**src/rtl/dtree_seq_ctrl.sv**
```systemverilog
// Decision-tree inference sequencer: buffers one feature vector, then walks a
// node table held in an external synchronous ROM until a leaf or the depth limit.
module dtree_seq_ctrl #(
    parameter int NUM_FEAT  = 16,
    parameter int FEAT_W    = 8,
    parameter int NODE_AW   = 6,
    parameter int CLASS_W   = 4,
    parameter int MAX_DEPTH = 15,
    localparam int FIDX_W   = (NUM_FEAT > 1) ? $clog2(NUM_FEAT) : 1,
    localparam int NODE_W   = 1 + FIDX_W + FEAT_W + NODE_AW,
    localparam int DEPTH_W  = $clog2(MAX_DEPTH + 1)
) (
    input  logic               clk,
    input  logic               rst_n,
    input  logic               in_valid,
    output logic               in_ready,
    input  logic [FEAT_W-1:0]  in_feat,
    output logic [NODE_AW-1:0] node_addr,
    input  logic [NODE_W-1:0]  node_data,
    output logic               out_valid,
    input  logic               out_ready,
    output logic [CLASS_W-1:0] out_class,
    output logic               out_err
);

    typedef enum logic [1:0] {S_LOAD, S_FETCH, S_EVAL, S_RESULT} state_t;

    state_t               r_state, w_state_nxt;
    logic [FIDX_W-1:0]    r_beat_cnt, w_beat_nxt;
    logic [DEPTH_W-1:0]   r_depth, w_depth_nxt;
    logic [NODE_AW-1:0]   r_node_addr, w_addr_nxt;
    logic [CLASS_W-1:0]   r_class, w_class_nxt;
    logic                 r_err, w_err_nxt;
    logic [FEAT_W-1:0]    r_feat [NUM_FEAT];

    logic                 w_beat_acc;
    logic                 w_leaf;
    logic [FIDX_W-1:0]    w_fidx;
    logic [FEAT_W-1:0]    w_thr;
    logic [NODE_AW-1:0]   w_child;
    logic [CLASS_W-1:0]   w_leaf_cls;
    logic [FEAT_W-1:0]    w_fval;

    assign w_beat_acc = in_valid && (r_state == S_LOAD);
    assign w_leaf     = node_data[NODE_W-1];
    assign w_fidx     = node_data[NODE_W-2 -: FIDX_W];
    assign w_thr      = node_data[NODE_AW +: FEAT_W];
    assign w_child    = node_data[NODE_AW-1:0];
    assign w_leaf_cls = node_data[CLASS_W-1:0];

    // Indices past the buffer only exist when NUM_FEAT is not a power of two;
    // those read as zero.
    generate
        if (NUM_FEAT == (1 << FIDX_W)) begin : g_fsel_full
            assign w_fval = r_feat[w_fidx];
        end else begin : g_fsel_part
            assign w_fval = (int'(w_fidx) < NUM_FEAT) ? r_feat[w_fidx] : '0;
        end
    endgenerate

    always_comb begin
        w_state_nxt = r_state;
        w_beat_nxt  = r_beat_cnt;
        w_depth_nxt = r_depth;
        w_addr_nxt  = r_node_addr;
        w_class_nxt = r_class;
        w_err_nxt   = r_err;
        case (r_state)
            S_LOAD: begin
                if (in_valid) begin
                    if (r_beat_cnt == FIDX_W'(NUM_FEAT - 1)) begin
                        w_beat_nxt  = '0;
                        w_addr_nxt  = '0;
                        w_depth_nxt = '0;
                        w_state_nxt = S_FETCH;
                    end else begin
                        w_beat_nxt = r_beat_cnt + FIDX_W'(1);
                    end
                end
            end
            S_FETCH: w_state_nxt = S_EVAL;
            S_EVAL: begin
                if (w_leaf) begin
                    w_class_nxt = w_leaf_cls;
                    w_err_nxt   = 1'b0;
                    w_state_nxt = S_RESULT;
                end else if (r_depth == DEPTH_W'(MAX_DEPTH - 1)) begin
                    // Depth budget exhausted: report the all-ones class flagged as error.
                    w_class_nxt = '1;
                    w_err_nxt   = 1'b1;
                    w_state_nxt = S_RESULT;
                end else begin
                    w_addr_nxt  = (w_fval <= w_thr) ? w_child : w_child + NODE_AW'(1);
                    w_depth_nxt = r_depth + DEPTH_W'(1);
                    w_state_nxt = S_FETCH;
                end
            end
            S_RESULT: if (out_ready) w_state_nxt = S_LOAD;
            default:  w_state_nxt = S_LOAD;
        endcase
    end

    always_ff @(posedge clk or negedge rst_n) begin
        if (!rst_n) begin
            r_state     <= S_LOAD;
            r_beat_cnt  <= '0;
            r_depth     <= '0;
            r_node_addr <= '0;
            r_class     <= '0;
            r_err       <= 1'b0;
        end else begin
            r_state     <= w_state_nxt;
            r_beat_cnt  <= w_beat_nxt;
            r_depth     <= w_depth_nxt;
            r_node_addr <= w_addr_nxt;
            r_class     <= w_class_nxt;
            r_err       <= w_err_nxt;
        end
    end

    // Feature buffer carries no reset; every sample rewrites all entries.
    always_ff @(posedge clk) begin
        if (w_beat_acc) r_feat[r_beat_cnt] <= in_feat;
    end

    assign in_ready  = (r_state == S_LOAD);
    assign out_valid = (r_state == S_RESULT);
    assign node_addr = r_node_addr;
    assign out_class = r_class;
    assign out_err   = r_err;

endmodule
```
**config.mk**
```make
export PLATFORM = sky130hd
export DESIGN_NAME = dtree_seq_ctrl
export DESIGN_NICKNAME = d
export VERILOG_FILES = /design/src/rtl/dtree_seq_ctrl.sv
export SDC_FILE = /design/constraint.sdc
export NUM_CORES = 1
export LEC_CHECK = 0
export CAP_MARGIN = 20
export CELL_PAD_IN_SITES_DETAIL_PLACEMENT = 1
export CELL_PAD_IN_SITES_GLOBAL_PLACEMENT = 2
export CORE_ASPECT_RATIO = 2
export CORE_MARGIN = 2
export CORE_UTILIZATION = 48
export DETAILED_ROUTE_END_ITERATION = 6
export GPL_ROUTABILITY_DRIVEN = 0
export PLACE_DENSITY = 0.8
export SYNTH_ARGS = -nofsm -noshare
export SYNTH_HDL_FRONTEND = slang
export SYNTH_SLANG_ARGS = --single-unit
```
**constraint.sdc**
```tcl
create_clock -name clk -period 5.3 [get_ports clk]
set_input_delay 0.795 -clock clk [delete_from_list [all_inputs] [get_ports clk]]
set_output_delay 0.795 -clock clk [all_outputs]
set_load 0.02 [all_outputs]
```
==> results.md, run 1 <==
* Outcome: finished clean
* Syn avg cell area at 19.3 um2
* Register area share after synthesis at 0.696
* DR vias/cell at 5.86
* Final #Nets at 427
* NetSw at 0.875 mW
* Synth top area cells: edfxtp_1 61%, mux4_1 10%, dfrtp_1 8.4%
* Vias at 3195
* WP data arrival at 4090 ps
* Clock skew at 15.2 ps
* Vias in the first global route at 3624
* Hold-fix buffers at CTS at 0
* Critical Path RT at 5580 ps
* Most frequent cell after synthesis: edfxtp_1
* Period utilisation layout at 0.719
* Hold-critical path depth at 2
* Post-DP Area at 6840 um2
* Port-buffer cells at 43
* RSZ-0062 raised after global routing: no
* Pre-CTS setup slack at 1040 ps
* Comb power frac at 0.169
* Yosys top cell by area: edfxtp_1
* Post-synthesis cell count at 326
* First drt pass iteration count at 4
* Core ar. at 12900 um2
* Design area at 7460 um2
* Warning count from the yosys run at 0
* Area of the multi-input gates at 1780 um2
* Slowest-stage cell, CP: mux4_1
* CTS resizes at 0
* Drt total wl at 14400 um
* Internal cell power at 2.46 mW
* ANT cells at 0
* Util after Layout at 0.578
* Root buf cell: clkbuf_16
* Slew Viols, Final at 0
* Initial antenna violation count at 0
* First-pass GRT wire length at 21700 um
* CTS tree: yes
* Total CTS buffers at 17
* Share of layout cells above drive strength 1 at 0.132
* Register area at 4370 um2
* I/O Pins at 44
* Final setup margin at 1490 ps
* Worst Reg-to-Reg Cells at 9
* # Post-CTS Setup Buffers at 0
* Max frequency at 263 MHz
* DRC Markers at 0
* Crit start category: input port
* Area Growth Syn to Fin at 18.9%
* Pleak at 2.65 nW
* WL per Instance at 26.4 um
* Maxcap violations at 0
* Worst min-delay path class: flop to flop
* Post-synth top cells: 128 x edfxtp_1, 25 x mux4_1, 21 x dfrtp_1, 18 x and2_1, 16 x nand2_1
* Chip height at 166 um
* Worst slew pin tran at 985 ps
* Critical path cell sequence: buf_2, buf_4, mux4_1, mux4_2, ha_1, and4_1, a21boi_0, o31ai_1, mux2i_1, o21ai_0
* Crit. End Element: flop
* DP Cell Count at 514
* Flops & latches, synth at 149
* Switching part of the total at 0.263
* Antenna Nets Post-Route at 0
* Row cnt at 59
* Critical path type: input port to flop
* Hold slack final at 485 ps
* Worst skew pair latency at 410 ps
* Die Wd at 84.9 um
* Syn_nets at 372
* Mapped Area at 6280 um2
* DIE AREA at 14100 um2
* Sink Count at 149
* Share of the synthesized area in the top cell type at 0.612
* GR Util All Layers at 0.217
* CTS H-tree depth at 4
* PD cells at 446 nW/um2
* Fill cells at 1145
* Final Critical Period at 3810 ps
* Non-filler instance count after layout at 545
* Peak supply drop at 0.387 mV
* Post-synth EDFFs at 128
* Worst-path clk slew at 60 ps
* Grt total ovfl at 0
* Setup violators final at 0
* Setup_tns at 0 ps
* Seq pwr share at 0.451
* DRT iter0 DRCs at 207
* Starting Density at 0.486
* Post-synth ARST share at 0.141
* Largest stage delay, worst path at 610 ps
* Largest net degree at the start of global routing at 33
* Final hold violation count at 0
* Worst rel slew slack at 0.342
* Critical-path maximum fanout at 13
* Post-synth cell types at 40
* Max clock buf depth at 2
* Total chip power at 3.33 mW
* Clock share of power at 0.380
* Most used DFF post-synth: edfxtp_1
* Detail Placement HPWL at 9740 um
[cells in the final DEF (no fill, tap or decap), types with 4 or more instances in the layout]
cell             netlist  final
edfxtp_1             128    128
xor2_1                 5      5
dfrtp_1               21     21
nand2_1               16     16
clkdlybuf4s50_1        0     42
nor2_1                 6      6
nand4_1                5      5
ha_1                  15     15
inv_6                  0      4
o21ai_0               12     12
bufinv_16              0      4
nand3_1                4      4
and2_1                18     18
clkbuf_16              0     17
inv_1                 13     13
mux4_1                25     25
o22a_1                 4      4
mux4_2                15     15
[logic make-up after synthesis]
group           Yosys count  share of synthesized area
flops                   149                      0.696
simple gates             59                     0.0500
mux                      42                      0.162
compound gates           31                     0.0321
buf+inv                  23                     0.0201
fa+ha+maj                15                     0.0299
xor+xnor                  7                    0.00977
[flip-flops by register name (all words and copies together) (netlist names)]
register / cells
r_depth: 4
r_beat_cnt: 4
out_err: 1
out_class: 4
r_feat: 128
node_addr: 6
r_state: 2
[worst max-delay path: cells and delay by family]
family,cells,cell delay (ps)
buffers and inverters,2,670
AOI/OAI and AO/OA,3,680
and+or+nand+nor,1,270
muxes,3,1360
adders and majority gates,1,300
[final cells by class]
cell class	count	share of cell area
flip-flops and latches	149	0.586
multi-input cells	154	0.239
clock buffers	17	0.0570
clock inverters	14	0.0268
repair buffers	46	0.0600
well taps	152	0.0255
inverters	13	0.00654
[routing by layer]
metal,vias up,track usage,part of all wire
met2,77,0.408,0.60
met5,-,0,0
met1,1671,0.239,0.36
met4,0,0.0849,0.012
li1,1437,-,-
met3,10,0.0354,0.030
[power by group through the flow]
stage               sequential, mW  combinational, mW  clock, mW
floorplan                     1.55              0.280          0
detailed placement            1.53              0.572          0
global placement              1.51              0.553          0
finish                        1.50              0.563       1.27
global route                  1.52              0.621       1.33
CTS                           1.50              0.578       1.29
[final timing paths]
check	from	end	slack [ps]
min	node_addr[2]	node_addr[2]	480
max reg2reg	r_feat[10][1]	node_addr[1]	2220
min in group asynchronous	rst_n	out_class[1]	930
max in group asynchronous	rst_n	out_class[0]	3770
max	node_data[14]	node_addr[1]	1490
min reg2reg	node_addr[2]	node_addr[2]	480
No activity file was read; power rests on OpenSTA's default activity.
==> inputs of run 2 (changes only) <==
--- a/config.mk
+++ b/config.mk
@@ -10,10 +10,10 @@
 export CELL_PAD_IN_SITES_GLOBAL_PLACEMENT = 2
 export CORE_ASPECT_RATIO = 2
 export CORE_MARGIN = 2
-export CORE_UTILIZATION = 48
+export CORE_UTILIZATION = 45
 export DETAILED_ROUTE_END_ITERATION = 6
 export GPL_ROUTABILITY_DRIVEN = 0
-export PLACE_DENSITY = 0.8
+export PLACE_DENSITY = 0.75
 export SYNTH_ARGS = -nofsm -noshare
 export SYNTH_HDL_FRONTEND = slang
 export SYNTH_SLANG_ARGS = --single-unit
==> constraint.sdc (replaced) <==
create_clock -name clk -period 4 [get_ports clk]
set_input_delay 0.6 -clock clk [delete_from_list [all_inputs] [get_ports clk]]
set_output_delay 0.6 -clock clk [all_outputs]
set_load 0.02 [all_outputs]
==> run 2 against run 1 <==
Setup slack worse by 940 ps. Non-clock buffer count increased by 1. First-iteration DRC count fell by 16%. Sequential cell count stayed put. Global-route usage shrank 2.2 points. Clock power increased by 19%. Hold slack got worse by 27 ps. Via count fell by 0.66%.
==> results.md, run 2 (synthesis results as in run 1) <==
* # Post-CTS Setup Buffers at 0 (unchanged)
* Worst-path clk slew at 70 ps (was 60 ps)
* Pre-CTS setup slack at 168 ps (was 1040 ps)
* Setup violators final at 0 (unchanged)
* I/O Pins at 44 (unchanged)
* Internal cell power at 3.03 mW (was 2.46 mW)
* Row cnt at 61 (was 59)
* Outcome: finished clean (unchanged)
* Hold-fix buffers at CTS at 0 (unchanged)
* Starting Density at 0.457 (was 0.486)
* Worst Reg-to-Reg Cells at 9 (unchanged)
* Switching part of the total at 0.286 (was 0.263)
* Root buf cell: clkbuf_16 (unchanged)
* Chip height at 171 um (was 166 um)
* Critical-path maximum fanout at 32 (was 13)
* Hold slack final at 458 ps (was 485 ps)
* CTS resizes at 0 (unchanged)
* Initial antenna violation count at 0 (unchanged)
* RSZ-0062 raised after global routing: no (unchanged)
* Final hold violation count at 0 (unchanged)
* Worst min-delay path class: input port to asynchronous set/reset pin (was flop to flop)
* Largest net degree at the start of global routing at 33 (unchanged)
* Grt total ovfl at 0 (unchanged)
* Antenna Nets Post-Route at 0 (unchanged)
* Post-DP Area at 6870 um2 (was 6840 um2)
* DP Cell Count at 519 (was 514)
* Pleak at 2.64 nW (was 2.65 nW)
* DRT iter0 DRCs at 174 (was 207)
* Flip-flop count of the largest register after layout at 128 (unchanged)
* Crit start category: input port (unchanged)
* Max frequency at 290 MHz
* Total CTS buffers at 17 (unchanged)
* Maxcap violations at 0 (unchanged)
* Most frequent cells in the layout: 128 x edfxtp_1, 42 x clkdlybuf4s50_1, 25 x mux4_1 (unchanged)
* Sink Count at 149 (unchanged)
* First drt pass iteration count at 4 (unchanged)
* Detail Placement HPWL at 8850 um (was 9740 um)
* Most common cell after layout, fill and taps aside: edfxtp_1 (unchanged)
* Max clock buf depth at 2 (unchanged)
* Die Wd at 87.5 um (was 84.9 um)
* Slew Viols, Final at 0 (unchanged)
* WP data arrival at 3740 ps (was 4090 ps)
* Critical Path RT at 4290 ps (was 5580 ps)
* Clock skew at 8.30 ps (was 15.2 ps)
* DRC Markers at 0 (unchanged)
* Design area at 7450 um2 (was 7460 um2)
* Worst skew pair latency at 420 ps (was 410 ps)
* NetSw at 1.21 mW (was 0.875 mW)
* Non-filler instance count after layout at 552 (was 545)
* First-pass GRT wire length at 20600 um (was 21700 um)
* Period utilisation layout at 0.862
* Area Growth Syn to Fin at 18.6% (was 18.9%)
* CTS H-tree depth at 4 (unchanged)
* Top reg by flops: r_feat (unchanged)
* Final setup margin at 551 ps (was 1490 ps)
* CTS tree: yes (unchanged)
* Peak supply drop at 0.450 mV (was 0.387 mV)
* Vias in the first global route at 3421 (was 3624)
* Vias at 3174 (was 3195)
* Largest stage delay, worst path at 500 ps (was 610 ps)
* DIE AREA at 15000 um2 (was 14100 um2)
* Worst rel slew slack at 0.539 (was 0.342)
* DR vias/cell at 5.75 (was 5.86)
* Final Critical Period at 3450 ps
* Share of layout cells above drive strength 1 at 0.134 (was 0.132)
* Slowest-stage cell, CP: clkdlybuf4s50_1 (was mux4_1)
* Util after Layout at 0.542 (was 0.578)
* GR Util All Layers at 0.196 (was 0.217)
* Worst slew pin tran at 691 ps (was 985 ps)
* PD cells at 570 nW/um2 (was 446 nW/um2)
* Seq pwr share at 0.469 (was 0.451)
* Crit. End Element: flop (unchanged)
* Setup_tns at 0 ps (unchanged)
* Core ar. at 13700 um2 (was 12900 um2)
* Clock share of power at 0.357 (was 0.380)
* Drt total wl at 13500 um (was 14400 um)
* Critical path type: input port to flop (unchanged)
* Final #Nets at 428 (was 427)
* Critical path cell sequence: clkdlybuf4s50_1, buf_12, mux4_1, mux4_2, ha_1, nor2b_1, o21ai_1, a21boi_0, o31ai_1, mux2i_1, o21ai_0 (was buf_2, buf_4, mux4_1, mux4_2, ha_1, and4_1, a21boi_0, o31ai_1, mux2i_1, o21ai_0)
* WL per Instance at 24.5 um (was 26.4 um)
* Comb power frac at 0.174 (was 0.169)
* ANT cells at 0 (unchanged)
* Total chip power at 4.24 mW (was 3.33 mW)
* Port-buffer cells at 43 (unchanged)
-- run 2: changes by cell type in the layout (fill, tap and decap cells not counted), sizes merged --
cell      previous run  this run
clkinvlp             3         2
inv                 17        21
clkbuf              17        18
clkinv               3         4
bufinv               4         0
buf                  4         5
-- run 2: path summary, 6_finish.rpt --
path	end	from	slack, ps
max in group asynchronous	r_beat_cnt[2]	rst_n	3080
worst min-delay path	r_depth[2]	rst_n	460
worst max-delay path	node_addr[1]	node_data[15]	550
min in group clk	node_addr[2]	node_addr[2]	490
worst min register to register	node_addr[2]	node_addr[2]	490
worst max register to register	node_addr[1]	r_feat[1][1]	910
-- run 2: layer usage --
layer	vias to the layer above	GRT usage	part of all wire
li1	1447	-	-
met1	1655	0.244	0.41
met2	56	0.328	0.54
met3	16	0.0468	0.031
met4	0	0.0702	0.019
met5	-	0	0
-- run 2: final cells by class --
type	instances	area [um2]
inverters	13	48.8
clock buffers	18	429
repair buffers	47	484
fillers	1230	6290
multi-input cells	154	1780
flip-flops and latches	149	4370
well taps	157	196
clock inverters	14	138
-- run 2: power groups by stage --
stage | Combinational, mW | Sequential, mW | Clock (mW)
floorplan | 0.371 | 2.05 | 0
global placement | 0.718 | 2.00 | 0
detailed placement | 0.754 | 2.02 | 0
CTS | 0.756 | 1.99 | 1.54
global route | 0.816 | 2.01 | 1.60
finish | 0.740 | 1.99 | 1.51
-- run 2: worst max-delay path: cells and delay by family --
kind | cells | cell delay [ps]
simple gates | 1 | 140
fa+ha+maj | 1 | 300
compound gates | 4 | 920
buf+inv | 2 | 710
mux | 3 | 1040
==> inputs of run 3 (changes only) <==
--- a/config.mk
+++ b/config.mk
@@ -10,10 +10,11 @@
 export CELL_PAD_IN_SITES_GLOBAL_PLACEMENT = 2
 export CORE_ASPECT_RATIO = 2
 export CORE_MARGIN = 2
-export CORE_UTILIZATION = 45
+export CORE_UTILIZATION = 41
 export DETAILED_ROUTE_END_ITERATION = 6
 export GPL_ROUTABILITY_DRIVEN = 0
-export PLACE_DENSITY = 0.75
+export PLACE_DENSITY = 0.72
+export RECOVER_POWER = 25
 export SYNTH_ARGS = -nofsm -noshare
 export SYNTH_HDL_FRONTEND = slang
 export SYNTH_SLANG_ARGS = --single-unit
==> constraint.sdc (replaced) <==
create_clock -name clk -period 3.05 [get_ports clk]
set_input_delay 0.4575 -clock clk [delete_from_list [all_inputs] [get_ports clk]]
set_output_delay 0.4575 -clock clk [all_outputs]
set_load 0.02 [all_outputs]
==> run 3 against run 2 <==
Sequential share of layout area down 1.9 points. Sequential power up 31%. Hold slack worse by 160 ps. Register-to-register slack worse by 750 ps. Via count up 2.8%. Clock power up 26%. Die area up 9.4%. Clock skew about the same. Wire length up 1.5%. Global-route usage down 2.0 points. Clock-buffer cell count unchanged. Critical endpoint is now node_addr[4]. Largest cell class unchanged. Highest routed layer unchanged.
==> results.md, run 3 (synthesis results as in run 1) <==
* Final hold violation count at 0 (unchanged)
* Pleak at 2.73 nW (was 2.64 nW)
* Outcome: finished clean (unchanged)
* R2r endpoint: node_addr[4] (was node_addr[1])
* Critical path type: input port to flop (unchanged)
* Largest net degree at the start of global routing at 22 (was 33)
* Critical Path RT at 3350 ps (was 4290 ps)
* Peak supply drop at 0.509 mV (was 0.450 mV)
* Final #Nets at 444 (was 428)
* Top reg by flops: r_feat (unchanged)
* Detail Placement HPWL at 9080 um (was 8850 um)
* Final Critical Period at 2910 ps
* Total CTS buffers at 17 (unchanged)
* Max frequency at 344 MHz
* Critical-path maximum fanout at 8 (was 32)
* Worst Reg-to-Reg Cells at 9 (unchanged)
* Period utilisation layout at 0.953
* Row cnt at 64 (was 61)
* Die Wd at 91.5 um (was 87.5 um)
* DRT iter0 DRCs at 193 (was 174)
* Chip height at 179 um (was 171 um)
* Share of layout cells above drive strength 1 at 0.183 (was 0.134)
* GR Util All Layers at 0.175 (was 0.196)
* Util after Layout at 0.509 (was 0.542)
* DR vias/cell at 5.37 (was 5.75)
* Fill cells at 1365 (was 1230)
* Starting Density at 0.415 (was 0.457)
* Initial antenna violation count at 0 (unchanged)
* DIE AREA at 16400 um2 (was 15000 um2)
* Max clock buf depth at 2 (unchanged)
* Most common cell after layout, fill and taps aside: edfxtp_1 (unchanged)
* Worst setup path start: node_data[14] (was node_data[15])
* CTS H-tree depth at 4 (unchanged)
* Total chip power at 5.54 mW (was 4.24 mW)
* Slew Viols, Final at 0 (unchanged)
* Core ar. at 15100 um2 (was 13700 um2)
* Sink Count at 149 (unchanged)
* First drt pass iteration count at 4 (unchanged)
* Port-buffer cells at 43 (unchanged)
* Clock skew at 7.84 ps (was 8.30 ps)
* Vias in the first global route at 3511 (was 3421)
* Hold-fix buffers at CTS at 0 (unchanged)
* Antenna Nets Post-Route at 0 (unchanged)
* Worst skew pair latency at 420 ps (about the same)
* CTS tree: yes (unchanged)
* Grt total ovfl at 0 (unchanged)
* Flip-flop count of the largest register after layout at 128 (unchanged)
* Reg2reg start: r_feat[14][5] (was r_feat[1][1])
* DRC Markers at 0 (unchanged)
* Worst rel slew slack at 0.301 (was 0.539)
* Most frequent cells in the layout: 128 x edfxtp_1, 35 x clkdlybuf4s50_1, 22 x mux4_1 (was 128 x edfxtp_1, 42 x clkdlybuf4s50_1, 25 x mux4_1)
* Root buf cell: clkbuf_16 (unchanged)
* Worst min-delay path class: input port to asynchronous set/reset pin (unchanged)
* WP data arrival at 3210 ps (was 3740 ps)
* ANT cells at 0 (unchanged)
* Maxcap violations at 0 (unchanged)
* Setup violators final at 0 (unchanged)
* PD cells at 719 nW/um2 (was 570 nW/um2)
* Drt total wl at 13700 um (was 13500 um)
* Worst slew pin tran at 1050 ps (was 691 ps)
* Crit. End Element: flop (unchanged)
* Area Growth Syn to Fin at 22.7% (was 18.6%)
* Worst-path clk slew at 60 ps (was 70 ps)
* Vias at 3263 (was 3174)
* Worst reg-to-reg setup slack at 160 ps (was 910 ps)
* WL per Instance at 22.5 um (was 24.5 um)
* I/O Pins at 44 (unchanged)
* First-pass GRT wire length at 20800 um (was 20600 um)
* CP endpoint: node_addr[4] (was node_addr[1])
* Crit start category: input port (unchanged)
[run 3: worst min-delay path by stage]
stage                                to  slack [ps]  cells past startpoint
after floorplan            node_addr[0]         160                      0
final                     r_beat_cnt[1]         300                      1
after global routing      r_beat_cnt[3]         300                      1
after detailed placement        out_err         480                      1
after CTS                       out_err         500                      1
after global placement     node_addr[5]         470                      2
[run 3: metal layers]
layer | track usage | wire [um] | up-vias
met4 | 0.0650 | 225 | 0
met1 | 0.215 | 5560 | 1700
li1 | - | - | 1470
met3 | 0.0298 | 453 | 21
met5 | 0 | 0 | -
met2 | 0.309 | 7460 | 72
[run 3: area by class of cell]
| cell class | count | area [um2] | share of cell area |
|---|---|---|---|
| Tap cell | 198 | 248 | 0.0322 |
| Multi-Input combinational cell | 154 | 1810 | 0.235 |
| Inverter | 13 | 48.8 | 0.00634 |
| Sequential cell | 149 | 4370 | 0.567 |
| Clock buffer | 18 | 429 | 0.0557 |
| Timing Repair Buffer | 63 | 682 | 0.0885 |
| Clock inverter | 13 | 111 | 0.0145 |
[run 3: power by group]
| part | internal (mW) | switching, mW | leakage (nW) |
|---|---|---|---|
| sequential | 2.46 | 0.149 | 1.41 |
| combinational | 0.475 | 0.545 | 1.06 |
| clock | 1.11 | 0.795 | 0.261 |
[run 3: metrics by stage]
stage               std cells  TNS (ps)  setup slack (ps)  instance area [um2]  hold WS [ps]
floorplan                 326         0              6.90                 6280           162
global placement          566     -2680              -473                 7010           468
detailed placement        566     -3040              -553                 7010           485
CTS                       598         0              33.8                 7580           498
global route              608     -2.18             -2.18                 7700           298
finish                    608         0               144                 7700           300
[run 3: timing repair]
item	CTS	global route
pin swaps	1	5
endpoints found under the setup margin	6	5
resized for setup	1	17
gates cloned	1	1
hold endpoints to repair	0	0
setup buffers	0	8
[run 3: critical path: stages]
cell	delay [ps]
buf_4	140
buf_12	140
mux4_1	590
mux4_2	510
ha_1	330
a211oi_2	200
nor2_2	100
o311a_1	350
nand4_1	140
xor2_1	170
o21ai_1	70
